**src/rtl/alu_pkg.sv**
```systemverilog
// Shared types for the multi-cycle ALU: opcodes, FSM states and M-op decode helpers.
package alu_pkg;

  localparam int unsigned OP_W = 5;

  typedef enum logic [OP_W-1:0] {
    ALU_ADD    = 5'd0,
    ALU_SUB    = 5'd1,
    ALU_SLL    = 5'd2,
    ALU_SLT    = 5'd3,
    ALU_SLTU   = 5'd4,
    ALU_XOR    = 5'd5,
    ALU_SRL    = 5'd6,
    ALU_SRA    = 5'd7,
    ALU_OR     = 5'd8,
    ALU_AND    = 5'd9,
    ALU_PASSB  = 5'd10,
    ALU_MUL    = 5'd16,
    ALU_MULH   = 5'd17,
    ALU_MULHSU = 5'd18,
    ALU_MULHU  = 5'd19,
    ALU_DIV    = 5'd20,
    ALU_DIVU   = 5'd21,
    ALU_REM    = 5'd22,
    ALU_REMU   = 5'd23
  } alu_op_e;

  typedef enum logic [1:0] {
    IDLE = 2'd0,
    BUSY = 2'd1,
    DONE = 2'd2
  } alu_state_e;

  function automatic logic is_m_op(input alu_op_e op);
    return op inside {ALU_MUL, ALU_MULH, ALU_MULHSU, ALU_MULHU,
                      ALU_DIV, ALU_DIVU, ALU_REM, ALU_REMU};
  endfunction

  // Operand A is treated as two's complement
  function automatic logic op_a_signed(input alu_op_e op);
    return op inside {ALU_MULH, ALU_MULHSU, ALU_DIV, ALU_REM};
  endfunction

  // Operand B is treated as two's complement
  function automatic logic op_b_signed(input alu_op_e op);
    return op inside {ALU_MULH, ALU_DIV, ALU_REM};
  endfunction

endpackage

```
**src/rtl/alu_mc_if.sv**
```systemverilog
// Request/response bundle between an ALU client (master) and alu_mc (slave).
interface alu_mc_if #(
  parameter int unsigned DATA_WIDTH = 32
);
  localparam int unsigned SEL_W = 5;

  logic                  in_valid;
  logic                  in_ready;
  logic [SEL_W-1:0]      aluselect;
  logic [DATA_WIDTH-1:0] input0;
  logic [DATA_WIDTH-1:0] input1;
  logic                  out_valid;
  logic                  out_ready;
  logic [DATA_WIDTH-1:0] out;
  logic                  is_zero;

  modport master (
    output in_valid, aluselect, input0, input1, out_ready,
    input  in_ready, out_valid, out, is_zero
  );

  modport slave (
    input  in_valid, aluselect, input0, input1, out_ready,
    output in_ready, out_valid, out, is_zero
  );
endinterface

```
**src/rtl/muldiv_iter.sv**
```systemverilog
// Bit-serial shift-add multiplier and restoring divider; one bit per cycle, DATA_WIDTH cycles.
// Built only when ALU_M_EXT_EN is defined.
module muldiv_iter
  import alu_pkg::*;
#(
  parameter int unsigned DATA_WIDTH = 32
) (
  input  logic                  clk,
  input  logic                  rst_n,
  input  logic                  start,
  input  alu_op_e               op,
  input  logic [DATA_WIDTH-1:0] a,
  input  logic [DATA_WIDTH-1:0] b,
  output logic                  done,
  output logic [DATA_WIDTH-1:0] result_c
);
  localparam int unsigned W  = DATA_WIDTH;
  localparam int unsigned CW = $clog2(W) + 1;

  alu_op_e        op_q;
  logic           busy_q;
  logic [CW-1:0]  cnt_q;
  logic [2*W-1:0] acc_q;
  logic [2*W-1:0] mcand_q;
  logic [W-1:0]   mplier_q;
  logic [W-1:0]   rem_q;
  logic [W-1:0]   quot_q;
  logic [W-1:0]   dvs_q;
  logic [W-1:0]   a_q;
  logic           b_zero_q;
  logic           neg_q_q;
  logic           neg_r_q;

  logic           sa_c, sb_c;
  logic [W-1:0]   mag_a_c, mag_b_c;
  logic [W:0]     trial_c, diff_c;

  // Both datapaths run on unsigned magnitudes; signs are reapplied at the end
  always_comb begin
    sa_c    = op_a_signed(op) & a[W-1];
    sb_c    = op_b_signed(op) & b[W-1];
    mag_a_c = sa_c ? (~a + W'(1)) : a;
    mag_b_c = sb_c ? (~b + W'(1)) : b;
    trial_c = {rem_q, quot_q[W-1]};
    diff_c  = trial_c - {1'b0, dvs_q};
  end

  always_ff @(posedge clk or negedge rst_n) begin
    if (!rst_n) begin
      op_q     <= ALU_ADD;
      busy_q   <= 1'b0;
      done     <= 1'b0;
      cnt_q    <= '0;
      acc_q    <= '0;
      mcand_q  <= '0;
      mplier_q <= '0;
      rem_q    <= '0;
      quot_q   <= '0;
      dvs_q    <= '0;
      a_q      <= '0;
      b_zero_q <= 1'b0;
      neg_q_q  <= 1'b0;
      neg_r_q  <= 1'b0;
    end else if (start) begin
      op_q     <= op;
      busy_q   <= 1'b1;
      done     <= 1'b0;
      cnt_q    <= '0;
      acc_q    <= '0;
      mcand_q  <= {W'(0), mag_a_c};
      mplier_q <= mag_b_c;
      rem_q    <= '0;
      quot_q   <= mag_a_c;
      dvs_q    <= mag_b_c;
      a_q      <= a;
      b_zero_q <= (b == '0);
      neg_q_q  <= sa_c ^ sb_c;
      neg_r_q  <= sa_c;
    end else if (busy_q && !done) begin
      acc_q    <= acc_q + (mplier_q[0] ? mcand_q : '0);
      mcand_q  <= {mcand_q[2*W-2:0], 1'b0};
      mplier_q <= {1'b0, mplier_q[W-1:1]};
      if (!diff_c[W]) begin
        rem_q  <= diff_c[W-1:0];
        quot_q <= {quot_q[W-2:0], 1'b1};
      end else begin
        rem_q  <= trial_c[W-1:0];
        quot_q <= {quot_q[W-2:0], 1'b0};
      end
      cnt_q <= cnt_q + CW'(1);
      if (cnt_q == CW'(W - 1)) done <= 1'b1;
    end else if (done) begin
      done   <= 1'b0;
      busy_q <= 1'b0;
    end
  end

  logic [2*W-1:0] prod_c;
  logic [W-1:0]   q_c, r_c;

  // Sign fix-up; divide-by-zero overrides the raw quotient/remainder
  always_comb begin
    prod_c = neg_q_q ? (~acc_q + (2*W)'(1)) : acc_q;
    q_c    = neg_q_q ? (~quot_q + W'(1)) : quot_q;
    r_c    = neg_r_q ? (~rem_q + W'(1)) : rem_q;
    if (b_zero_q) begin
      q_c = '1;
      r_c = a_q;
    end
    case (op_q)
      ALU_MUL:                          result_c = prod_c[W-1:0];
      ALU_MULH, ALU_MULHSU, ALU_MULHU:  result_c = prod_c[2*W-1:W];
      ALU_DIV, ALU_DIVU:                result_c = q_c;
      ALU_REM, ALU_REMU:                result_c = r_c;
      default:                          result_c = '0;
    endcase
  end

endmodule

```
**src/rtl/alu_mc.sv**
```systemverilog
// Non-pipelined ALU with valid/ready handshake; single-cycle base ops.
// Define ALU_M_EXT_EN to add the iterative multiply/divide ops via muldiv_iter.
module alu_mc
  import alu_pkg::*;
#(
  parameter int unsigned DATA_WIDTH = 32
) (
  input  logic     clk,
  input  logic     rst_n,
  alu_mc_if.slave  bus
);
  localparam int unsigned SHW = $clog2(DATA_WIDTH);

  alu_state_e            state_q, state_d;
  logic [DATA_WIDTH-1:0] out_q, out_d;
  logic                  is_zero_q;
  logic                  out_valid_q;
  logic                  in_ready_q;

  alu_op_e               op_c;
  logic                  accept_c;
  logic [SHW-1:0]        shamt_c;
  logic [DATA_WIDTH-1:0] alu_res_c;

  assign op_c     = alu_op_e'(bus.aluselect);
  assign accept_c = bus.in_valid && in_ready_q;
  assign shamt_c  = bus.input1[SHW-1:0];

  assign bus.in_ready  = in_ready_q;
  assign bus.out_valid = out_valid_q;
  assign bus.out       = out_q;
  assign bus.is_zero   = is_zero_q;

  // Single-cycle datapath, evaluated on the live operands at acceptance
  always_comb begin
    alu_res_c = '0;
    case (op_c)
      ALU_ADD:   alu_res_c = bus.input0 + bus.input1;
      ALU_SUB:   alu_res_c = bus.input0 - bus.input1;
      ALU_SLL:   alu_res_c = bus.input0 << shamt_c;
      ALU_SLT:   alu_res_c = DATA_WIDTH'($signed(bus.input0) < $signed(bus.input1));
      ALU_SLTU:  alu_res_c = DATA_WIDTH'(bus.input0 < bus.input1);
      ALU_XOR:   alu_res_c = bus.input0 ^ bus.input1;
      ALU_SRL:   alu_res_c = bus.input0 >> shamt_c;
      ALU_SRA:   alu_res_c = DATA_WIDTH'($signed(bus.input0) >>> shamt_c);
      ALU_OR:    alu_res_c = bus.input0 | bus.input1;
      ALU_AND:   alu_res_c = bus.input0 & bus.input1;
      ALU_PASSB: alu_res_c = bus.input1;
      default:   alu_res_c = '0;
    endcase
  end

`ifdef ALU_M_EXT_EN
  logic                  start_c;
  logic                  md_done;
  logic [DATA_WIDTH-1:0] md_result_c;

  muldiv_iter #(
    .DATA_WIDTH (DATA_WIDTH)
  ) u_muldiv (
    .clk      (clk),
    .rst_n    (rst_n),
    .start    (start_c),
    .op       (op_c),
    .a        (bus.input0),
    .b        (bus.input1),
    .done     (md_done),
    .result_c (md_result_c)
  );
`endif

  always_ff @(posedge clk or negedge rst_n) begin
    if (!rst_n) state_q <= IDLE;
    else        state_q <= state_d;
  end

  always_comb begin
    state_d = state_q;
    out_d   = out_q;
`ifdef ALU_M_EXT_EN
    start_c = 1'b0;
`endif
    case (state_q)
      IDLE: begin
        if (accept_c) begin
`ifdef ALU_M_EXT_EN
          if (is_m_op(op_c)) begin
            state_d = BUSY;
            start_c = 1'b1;
          end else
`endif
          begin
            state_d = DONE;
            out_d   = alu_res_c;
          end
        end
      end
      BUSY: begin
`ifdef ALU_M_EXT_EN
        if (md_done) begin
          state_d = DONE;
          out_d   = md_result_c;
        end
`else
        state_d = IDLE;
`endif
      end
      DONE:    if (bus.out_ready) state_d = IDLE;
      default: state_d = IDLE;
    endcase
  end

  // Handshake outputs are registered copies of the next-state decode
  always_ff @(posedge clk or negedge rst_n) begin
    if (!rst_n) begin
      out_q       <= '0;
      is_zero_q   <= 1'b1;
      out_valid_q <= 1'b0;
      in_ready_q  <= 1'b1;
    end else begin
      out_q       <= out_d;
      is_zero_q   <= (out_d == '0);
      out_valid_q <= (state_d == DONE);
      in_ready_q  <= (state_d == IDLE);
    end
  end

endmodule

```
**src/flat_wrapper.sv**
```systemverilog
// flat-port wrapper written by rule: the top's interface ports become plain ports
module alu_mc_flat import alu_pkg::*;
#(
  parameter int unsigned DATA_WIDTH = 32
)
  (clk, rst_n, bus_in_valid, bus_aluselect, bus_input0, bus_input1, bus_out_ready, bus_in_ready, bus_out_valid, bus_out, bus_is_zero);
  alu_mc_if #(.DATA_WIDTH(DATA_WIDTH)) bus_i ();
  input  logic clk;
  input  logic rst_n;
  input wire logic [$bits(bus_i.in_valid)-1:0] bus_in_valid;
  input wire logic [$bits(bus_i.aluselect)-1:0] bus_aluselect;
  input wire logic [$bits(bus_i.input0)-1:0] bus_input0;
  input wire logic [$bits(bus_i.input1)-1:0] bus_input1;
  input wire logic [$bits(bus_i.out_ready)-1:0] bus_out_ready;
  output wire logic [$bits(bus_i.in_ready)-1:0] bus_in_ready;
  output wire logic [$bits(bus_i.out_valid)-1:0] bus_out_valid;
  output wire logic [$bits(bus_i.out)-1:0] bus_out;
  output wire logic [$bits(bus_i.is_zero)-1:0] bus_is_zero;
  assign bus_i.in_valid = bus_in_valid;
  assign bus_i.aluselect = bus_aluselect;
  assign bus_i.input0 = bus_input0;
  assign bus_i.input1 = bus_input1;
  assign bus_i.out_ready = bus_out_ready;
  assign bus_in_ready = bus_i.in_ready;
  assign bus_out_valid = bus_i.out_valid;
  assign bus_out = bus_i.out;
  assign bus_is_zero = bus_i.is_zero;
  alu_mc #(.DATA_WIDTH(DATA_WIDTH)) u_core (.clk(clk), .rst_n(rst_n), .bus(bus_i));
endmodule
```
**config.mk**
```make
export PLATFORM = sky130hd
export DESIGN_NAME = alu_mc_flat
export DESIGN_NICKNAME = d
export VERILOG_FILES = /design/src/rtl/alu_pkg.sv /design/src/rtl/alu_mc_if.sv /design/src/rtl/muldiv_iter.sv /design/src/rtl/alu_mc.sv /design/src/flat_wrapper.sv
export SDC_FILE = /design/constraint.sdc
export NUM_CORES = 1
export LEC_CHECK = 0
export ABC_AREA = 1
export CAP_MARGIN = 0
export CORE_MARGIN = 2
export CORE_UTILIZATION = 59
export DETAILED_ROUTE_END_ITERATION = 10
export HOLD_SLACK_MARGIN = 0.05
export PLACE_DENSITY_LB_ADDON = 0.1
export SYNTH_ARGS = -nofsm -noshare
export SYNTH_HDL_FRONTEND = slang
export SYNTH_SLANG_ARGS = --single-unit
```
**constraint.sdc**
```tcl
create_clock -name clk -period 2.3 [get_ports clk]
set_input_delay 0.345 -clock clk [delete_from_list [all_inputs] [get_ports clk]]
set_output_delay 0.345 -clock clk [all_outputs]
set_load 0.03 [all_outputs]
```
==> qor.csv, run 1 <==
metric;value;unit
Initial Utilization;0.602;
most common cell in the netlist;nand2_1;
cts hold-fix bufs;0;
Synth Register Bits;37;
TritonCTS buffer count;5;
Synth top area share;0.259;
syn nets;2596;
fraction of registers with async set/reset;1.00;
largest net degree at the start of global routing;65;
Port Buf Inserts;107;
Longest Clk Path Bufs;2;
EDFF count, synth;0;
grt total ovfl;903;
clk sink count;37;
Horiz. Die Dim;148;um
total track usage;0.938;
Root Buffer Master;clkbuf_16;
Post-DP HPWL;51700;um
Row Count;52;
stop err;[ERROR GRT-0116] Global routing finished with congestion. Check the congestion regions in the DRC Viewer.;
YS warnings;0;
chip height;148;um
Stopped at;global routing;
synthesized area per cell;5.04;um2
vias in the first global route;26800;
post-synthesis cell type count;44;
Seq/Total Area, Yosys;0.0759;
placed cell areas;16800;um2
Synth Cell Area;12200;um2
Post-Syn Instances;2424;
post-synth top area cell;nand2_1;
H-tree lvl count;2;
Commonest cells post-synth;nand2_1 (845), nand3_1 (456), inv_1 (320);
top_reg_cell synth;dfrtp_1;
leading cell types by total area after synthesis;nand2_1 (26%), nand3_1 (19%), ha_1 (9.9%);
outcome;did not finish;
first-pass GRT wire length;161000;um
Ports;108;
Final Wtd Congestion;1.38;
-- per-stage QoR --
stage / setup WS, ns / utilization / setup TNS (ns) / instances
after floorplan: -0.0288 / - / -0.0288 / 2424
after global placement: -0.968 / 0.828 / -19.67 / 3166
after detailed placement: -1.06 / 0.828 / -21.76 / 3166
after CTS: -0.203 / 0.929 / -0.315 / 3230
-- kinds of logic after synthesis --
kind of cell             after synthesis  share of synthesized area
AND/OR/NAND/NOR                     1656                      0.582
other                                  1                   0.000307
buffers and inverters                440                      0.152
XOR/XNOR                               1                   0.000717
flip-flops                            37                     0.0759
AO/OA/AOI/OAI                        190                     0.0863
adder cells (fa/ha/maj)               99                      0.103
-- repair_timing --
action	in CTS
setup buffers	55
gates cloned	2
pin swaps	175
resized for setup	690
hold endpoints to repair	0
setup endpoints to repair	33
-- routing by layer --
| metal | overflow | global-route usage |
|---|---|---|
| met1 | 19 | 0.869 |
| met2 | 562 | 1.10 |
| met3 | 39 | 0.819 |
| met4 | 277 | 1.03 |
| met5 | 6 | 0.614 |
==> inputs of run 2 (changes only) <==
--- a/config.mk
+++ b/config.mk
@@ -8,10 +8,9 @@
 export ABC_AREA = 1
 export CAP_MARGIN = 0
 export CORE_MARGIN = 2
-export CORE_UTILIZATION = 59
+export CORE_UTILIZATION = 40
 export DETAILED_ROUTE_END_ITERATION = 10
-export HOLD_SLACK_MARGIN = 0.05
-export PLACE_DENSITY_LB_ADDON = 0.1
+export PLACE_DENSITY_LB_ADDON = 0.15
 export SYNTH_ARGS = -nofsm -noshare
 export SYNTH_HDL_FRONTEND = slang
 export SYNTH_SLANG_ARGS = --single-unit
==> qor.csv, run 2 <==
metric;value;unit
outcome;complete, but fails checks;
violated checks;negative setup slack;
max reg flops;32;
top_reg_cell synth;dfrtp_1;
leading cell types by total area after synthesis;nand2_1 (26%), nand3_1 (19%), ha_1 (9.9%);
clk sink count;37;
commonest cells after routing, fill and taps aside;nand2_1 (674), buf_4 (574), nand3_1 (367);
share of post-route cells with drive strength above 1;0.416;
YS warnings;0;
fraction of registers with async set/reset;1.00;
Leak Pwr;0.0110;uW
Worst Skew;0.00945;ns
Slew @ Worst Pin;0.979;ns
Port Buf Inserts;107;
H-tree lvl count;2;
Place WS;-1.33;ns
Clock Pin Slew Worst Setup and Hold Paths;0.06;ns
Inst Count DP;3376;
Remaining DRCs;0;
grt total ovfl;0;
Row Count;64;
VDD IR max;335;uV
final setup margin;-0.244;ns
most common cell in the netlist;nand2_1;
Max-cap violations;0;
P&R area growth vs syn;68.5;%
RSZ-0062 raised after global routing;true;
RR Startpoint;u_core.bus.in_ready$_DFF_PN1_;
Ports;108;
Final Max Slew Viols;0;
first-pass GRT wire length;107000;um
via count;19900;
WL final;76600;um
net switching fraction of the power;0.500;
TritonCTS buffer count;5;
CP Launch Type;input pin;
placed cell areas;17600;um2
vias per inst;5.77;
Final Wtd Congestion;1.11;
Horiz. Die Dim;179;um
CP endpoint kind;flop;
sequential power share;0.116;
CP Class;in2reg;
CORE AREA;30300;um2
Synth Cell Area;12200;um2
crit path launch;bus_input1[4];
CTS tree;built;
total track usage;0.453;
vias in the first global route;18400;
commonest non-fill, non-tap cell in the layout;nand2_1;
post-route ant nets;0;
Crit path arrival time;2.77;ns
final hold vios;0;
Initial DRC Count;2230;
FMAX;393;MHz
Final setup viols;2;
Post-Syn Instances;2424;
min cycle time layout;2.54;ns
HP Class;in2async;
Commonest cells post-synth;nand2_1 (845), nand3_1 (456), inv_1 (320);
initial antenna violation count;0;
crit share post-route;1.11;
largest net degree at the start of global routing;38;
maximum fanout along the worst path;5;
Logic pwr share;0.752;
Seq/Total Area, Yosys;0.0759;
die area;32000;um2
post-synth top area cell;nand2_1;
length of the first detailed-routing pass in iterations;10;
Longest Clk Path Bufs;2;
EDFF count, synth;0;
Synth Register Bits;37;
syn nets;2596;
Worst EP required;2.53;ns
Core Util, Final;0.679;
post-synthesis cell type count;44;
Max-slew headroom;0.348;
worst hold slack;0.197;ns
pwr dens;306;nW/um2
Synth top area share;0.259;
P_int;3150;uW
non-filler cells, final;3446;
worst-skew pair later-pin latency;0.30;ns
Initial Utilization;0.403;
Root Buffer Master;clkbuf_16;
wire length per cell;22.2;um
Final nets;3220;
Final Cell Area;20600;um2
Post-DP HPWL;61600;um
Switching Power;3150;uW
chip height;179;um
synthesized area per cell;5.04;um2
clock power share;0.132;
FILL cells;2760;
[run 2: area by class of cell]
cell class,count,area (um2),area share
Inverter,333,1310,0.0635
Sequential cell,37,928,0.0451
Timing Repair Buffer,724,5850,0.284
Clock inverter,3,46.3,0.00225
Antenna cell,1,2.50,0.000122
Multi-Input combinational cell,1947,11800,0.575
Tap cell,396,495,0.0241
Clock buffer,5,125,0.00608
[run 2: kinds of logic after synthesis]
kind of cell | count (synthesis) | synth area share
DFF | 37 | 0.0759
xor gates and xnor gates | 1 | 0.000717
adders and majority gates | 99 | 0.103
other | 1 | 0.000307
and+or+nand+nor | 1656 | 0.582
AOI/OAI and AO/OA | 190 | 0.0863
buffers and inverters | 440 | 0.152
[run 2: through the flow]
| stage | setup TNS, ns | total power (uW) |
|---|---|---|
| 2_1_floorplan | -0.0288 | 2570 |
| 3_3_place_gp | -26.96 | 4450 |
| 3_5_place_dp | -27.38 | 4490 |
| 4_1_cts | -0.274 | 5620 |
| 5_1_grt | -0.487 | 6600 |
| 6_report | -0.264 | 6300 |
[run 2: path summary, 6_finish.rpt]
kind	end	slack, ns	cells after the start
setup / recovery	u_core.bus.is_zero$_DFF_PN1_	-0.24	19
hold / removal	u_core.bus.out[25]$_DFF_PN0_	0.20	1
setup reg to reg	u_core.bus.is_zero$_DFF_PN1_	0.46	10
hold reg to reg	u_core.bus.out[24]$_DFF_PN0_	0.53	2
max in group asynchronous	u_core.bus.out[9]$_DFF_PN0_	1.50	1
min in group clk	u_core.bus.out[24]$_DFF_PN0_	0.53	2
[run 2: per-layer routing]
metal	track usage	up-vias	part of all wire
met5	0	-	0
met4	0.276	0	0.077
met3	0.0855	311	0.10
met2	0.709	1232	0.43
met1	0.574	9338	0.39
li1	-	9015	-
[run 2: power by group through the flow]
stage / registers [uW] / logic (uW) / clock network (uW)
2_1_floorplan: 834 / 1740 / 0
3_3_place_gp: 742 / 3710 / 0
3_5_place_dp: 743 / 3750 / 0
4_1_cts: 733 / 4050 / 830
5_1_grt: 737 / 4990 / 864
6_report: 733 / 4740 / 831
[run 2: timing repair]
item                                    in CTS  in global routing
hold buffers                                 0                  0
gates resized for setup                    379                554
setup buffers                               35                 25
pin swaps                                   75                206
gates cloned                                 0                  3
endpoints found under the setup margin      33                 32
[run 2: worst max-delay path, cell delays in order]
cell and delay [ns]:
buf_6 0.10, inv_2 0.07, ha_4 0.22, buf_6 0.12, nor2_4 0.21, nand3_2 0.15
nand3_4 0.12, buf_6 0.11, nand3b_1 0.09, o211ai_1 0.11, nor2_2 0.23, nand2_2 0.15
nand2_2 0.11, nand2_2 0.08, nor2_2 0.14, nand2_2 0.09, nor2_4 0.15, nand2_2 0.07
nor2_1 0.10
Power figures use the tool's default switching activity.
==> variant 1, RTL diff (settings of run 2) <==
The 3 states of `alu_state_e` get a one-hot encoding in 3 bits.
--- a/src/rtl/alu_pkg.sv
+++ b/src/rtl/alu_pkg.sv
@@ -25,10 +25,10 @@
     ALU_REMU   = 5'd23
   } alu_op_e;
 
-  typedef enum logic [1:0] {
-    IDLE = 2'd0,
-    BUSY = 2'd1,
-    DONE = 2'd2
+  typedef enum logic [2:0] {
+    IDLE = 3'b001,
+    BUSY = 3'b010,
+    DONE = 3'b100
   } alu_state_e;
 
   function automatic logic is_m_op(input alu_op_e op);
Function: no difference found for any inputs over 10 cycles, from zero or initial values and one cycle with rst_n low; not proved beyond that.
==> variant 1 against run 2 <==
Area after synthesis fell by 0.25%. Final area rose by 7.5%. The flow still finishes with violations (setup timing). Sequential cell count rose by 1. Sequential power rose by 3.1%. Sequential share of layout area fell by 0.19 points. Worst setup slack got worse by 19 ps. Total power rose by 9.7%. Combinational power rose by 9.7%. Routed wire length rose by 1.4%.
==> variant 1: results (changes against run 2) <==
- Run status: finished, violations left
- Violations in the final reports: setup timing
- Post-layout utilization of the core: 74.3% (+6.4 points)
- Clock Buffer Count: 6 (+1)
- Worst setup slack after layout: -263 ps (-19.5 ps)
- Setup tns final: -463 ps (-199 ps)
- Buffer share of cell area: 29.6% (+1.2 points)
- Invs w/o clock: 352 (+5.7%)
- Nets@finish: 3313 (+2.9%)
- Instance count of the mapped netlist: 2456 (+1.3%)
- DRC marker count from the first detailed-route iteration: 2421 (+8.6%)
- Routed wire length per instance: 22.0 um (-1.1%)
- Net count after synthesis: 2628 (+1.2%)
- Number of inserted filler cells in the final layout: 2379 (-14%)
- Multi-input logic portion of the cell area: 56.7% (-0.78 points)
- CP peak stage delay: 380 ps (+150 ps)
- Post-DP HPWL: 58.4 mm (-5.1%)
- Total placed instance area: 17800 sq um (+1.1%)
- Number of detailed-route iterations in the first pass: 6 (-4)
- Vias in the first global route: 19100 (+3.7%)
- Detail-routed via count per cell: 5.79 (+0.37%)
- Maximum number of pins on one net before global-route repair: 65 (+71%)
- WL met3: 8.37 mm (+6.5%)
- Global-route met3 utilization: 7.61% (-0.94 points)
- Worst slack on hold paths: 161 ps (-35.9 ps)
- Library cells used by synthesis: 42 (-4.5%)
- Area contributors post-synth: sky130_fd_sc_hd__nand2_1 (27%), sky130_fd_sc_hd__nand3_1 (19%), sky130_fd_sc_hd__inv_1 (10%)
- Part of the total power dissipated in the clock network: 13.9% (+0.7 points)
- Met2 wire length: 33.2 mm (about the same)
- Reg power frac: 10.9% (-0.7 points)
- Buffers, non-clock: 782 (+8.0%)
- Internal Pwr Total: 3.56 mW (+13%)
- Maximum VDD drop: 0.286 mV (-15%)
- Worst endpoint data arrival time: 2790 ps (+20 ps)
- All-Layer GR Usage: 45.3% (about the same)
- Final setup violation count: 5 (+3)
- Met1 layer wirelength in the final routing: 29.1 mm (-2.1%)
- Most instantiated cells after synthesis: sky130_fd_sc_hd__nand2_1 (885), sky130_fd_sc_hd__nand3_1 (472), sky130_fd_sc_hd__inv_1 (338)
- RePlAce Congestion: 1.12 (+0.96%)
- Count of multi-input gates: 1962 (+0.77%)
- Power density normalized to cell area: 313 nW/um^2 (+2.1%)
- Worst Clk Skew: 8.67 ps (-0.784 ps)
- Post-detailed-routing wire length: 77.7 mm (+1.4%)
## variant 1: repair_timing
| item | 4_1_cts | 5_1_grt |
|---|---|---|
| gates resized for setup | 749 | 506 |
| pin swaps | 197 | 250 |
| gates cloned | 2 | 6 |
| buffers inserted | 55 | 47 |
| setup endpoints to repair | 33 | 20 |
| endpoints found under the hold margin | 0 | 0 |
## variant 1: cell families (layout without fill, tap and decap cells)
| logic type | after synthesis | count (layout) | synth area share [%] |
|---|---|---|---|
| AND/OR/NAND/NOR | 1670 | 1670 | 58.2 |
| other | 1 | 1 | 0.0307 |
| buffers and inverters | 456 | 1142 | 15.2 |
| flip-flops | 38 | 38 | 7.83 |
| adder cells (fa/ha/maj) | 99 | 99 | 10.3 |
| XOR/XNOR | 1 | 1 | 0.0718 |
| AO/OA/AOI/OAI | 191 | 191 | 8.33 |
==> variant 2, RTL diff (settings of run 2) <==
Made on the original files. Make the reset (`rst_n`) synchronous in 2 clocked blocks.
--- a/src/rtl/alu_mc.sv
+++ b/src/rtl/alu_mc.sv
@@ -69,7 +69,7 @@
   );
 `endif
 
-  always_ff @(posedge clk or negedge rst_n) begin
+  always_ff @(posedge clk) begin
     if (!rst_n) state_q <= IDLE;
     else        state_q <= state_d;
   end
@@ -111,7 +111,7 @@
   end
 
   // Handshake outputs are registered copies of the next-state decode
-  always_ff @(posedge clk or negedge rst_n) begin
+  always_ff @(posedge clk) begin
     if (!rst_n) begin
       out_q       <= '0;
       is_zero_q   <= 1'b1;
Function: differs if rst_n is asserted again (counterexample within 4 cycles, from zero or initial values and one cycle with rst_n low); with rst_n held inactive, the same outputs for 10 cycles.
==> variant 2 against run 2 <==
The run still ends with setup timing left. Final area grew 4.2%. Global-route usage rose by 0.39 points. Critical path type unchanged. Core utilization is 4.5 points higher. Largest power group unchanged. Via count rose by 2.1%. Count of clock-buffer cells in the layout is 1 higher. Routed wire length rose by 0.40%. Worst setup slack worse by 64 ps. Total power fell by 0.94%. Sequential cell count did not move. Register-to-register slack got worse by 130 ps. Cell count shrank 0.78%. Critical endpoint is now u_core.bus.is_zero$_SDFF_PN1_. Area after synthesis fell by 1.4%. Sequential power fell by 10%.
==> variant 2: results (changes against run 2) <==
- Run status: finished, violations left
- Violations in the final reports: setup timing
- Share of cells above drive strength 1: 46.3% (+4.7 points)
- N_diodes: 0 (-1)
- End point of the critical path: u_core.bus.is_zero$_SDFF_PN1_
- Source of the critical timing path: bus_input0[0]
- Worst Clk Skew: 4.97 ps (-4.48 ps)
- Worst reg2reg setup slack: 330 ps (-130 ps)
- Post-DP HPWL: 59.1 mm (-4.0%)
- Post-detailed-routing wire length: 76.9 mm (+0.40%)
- XOR/XNOR share of the synthesized area: 0.218% (+0.15 points)
- Number of inserted filler cells in the final layout: 2493 (-9.7%)
- Biggest fanout along the worst timing path: 3 (-2)
- Vias after detailed routing: 20300 (+2.1%)
- Logic depth of the worst register-to-register path: 13 (+3)
- Routed wire length per instance: 22.5 um (+1.2%)
- Met2 GRT Util: 71.6% (+0.70 points)
- Wire length of the first global-routing pass: 108 mm (+1.2%)
- Worst setup slack after layout: -308 ps (-64.1 ps)
- Share of synthesized area occupied by flip-flops and latches: 6.15% (-1.4 points)
- Met2 wire length: 33.1 mm (-0.21%)
- Kind of path behind the tightest hold check: register to register
- Static Leakage: 11.0 nW (-0.65%)
- Vias in the first global route: 18500 (+0.59%)
- DRC marker count from the first detailed-route iteration: 2591 (+16%)
- Async set-reset flop share out of synthesis: 0% (-100 points)
- Number of detailed-route iterations in the first pass: 6 (-4)
- Final setup violation count: 8 (+6)
- Met1 layer usage reported by global route: 60.1% (+2.7 points)
- Area contributors post-synth: sky130_fd_sc_hd__nand2_1 (24%), sky130_fd_sc_hd__nand3_1 (21%), sky130_fd_sc_hd__ha_1 (10%)
- Global-route met3 utilization: 7.37% (-1.2 points)
- Nets@finish: 3200 (-0.62%)
- Area share of fa/ha/maj cells after synthesis: 10.4% (+0.15 points)
- Reg-to-Reg Start: u_core.state_q[1]$_SDFF_PN0_
## variant 2: worst max-delay path: stages
cell and delay, ps:
sky130_fd_sc_hd__buf_8 110, sky130_fd_sc_hd__inv_6 50, sky130_fd_sc_hd__ha_4 120, sky130_fd_sc_hd__inv_2 40
sky130_fd_sc_hd__fa_2 340, sky130_fd_sc_hd__nand2_2 100, sky130_fd_sc_hd__nand2_4 80, sky130_fd_sc_hd__and2_4 150
sky130_fd_sc_hd__or2_0 190, sky130_fd_sc_hd__nand3_1 80, sky130_fd_sc_hd__nand3_2 90, sky130_fd_sc_hd__nor2_4 240
sky130_fd_sc_hd__nand3_2 120, sky130_fd_sc_hd__a21boi_2 200, sky130_fd_sc_hd__nand2_2 100, sky130_fd_sc_hd__nor2_2 120
sky130_fd_sc_hd__nand2_2 80, sky130_fd_sc_hd__nor2_2 140, sky130_fd_sc_hd__nand3_2 80, sky130_fd_sc_hd__nand2_1 60
## variant 2: final cells by class
cell class | count | area share [%]
inverters | 296 | 5.66
repair inverters | 1 | 0.0408
well taps | 390 | 2.27
clock buffers | 6 | 0.647
repair buffers | 758 | 30.3
multi-input cells | 1929 | 57.5
clock inverters | 2 | 0.175
flip-flops and latches | 37 | 3.45
## variant 2: through the flow
stage	cell area (sq um)	TNS [ps]	util, %	hold WS (ps)	total power [mW]
floorplan	12100	-195	-	414	2.39
detailed placement	17400	-25160	58.8	491	4.25
CTS	19700	-913	66.5	502	5.54
global placement	17400	-24140	58.8	478	4.21
finish	21500	-768	72.4	503	6.24
global route	21500	-1560	72.4	525	6.49
## variant 2: repair_timing
item | CTS | global route
endpoints found under the setup margin | 33 | 33
setup buffers | 68 | 43
resized for setup | 565 | 563
gates cloned | 4 | 3
pin swaps | 128 | 215
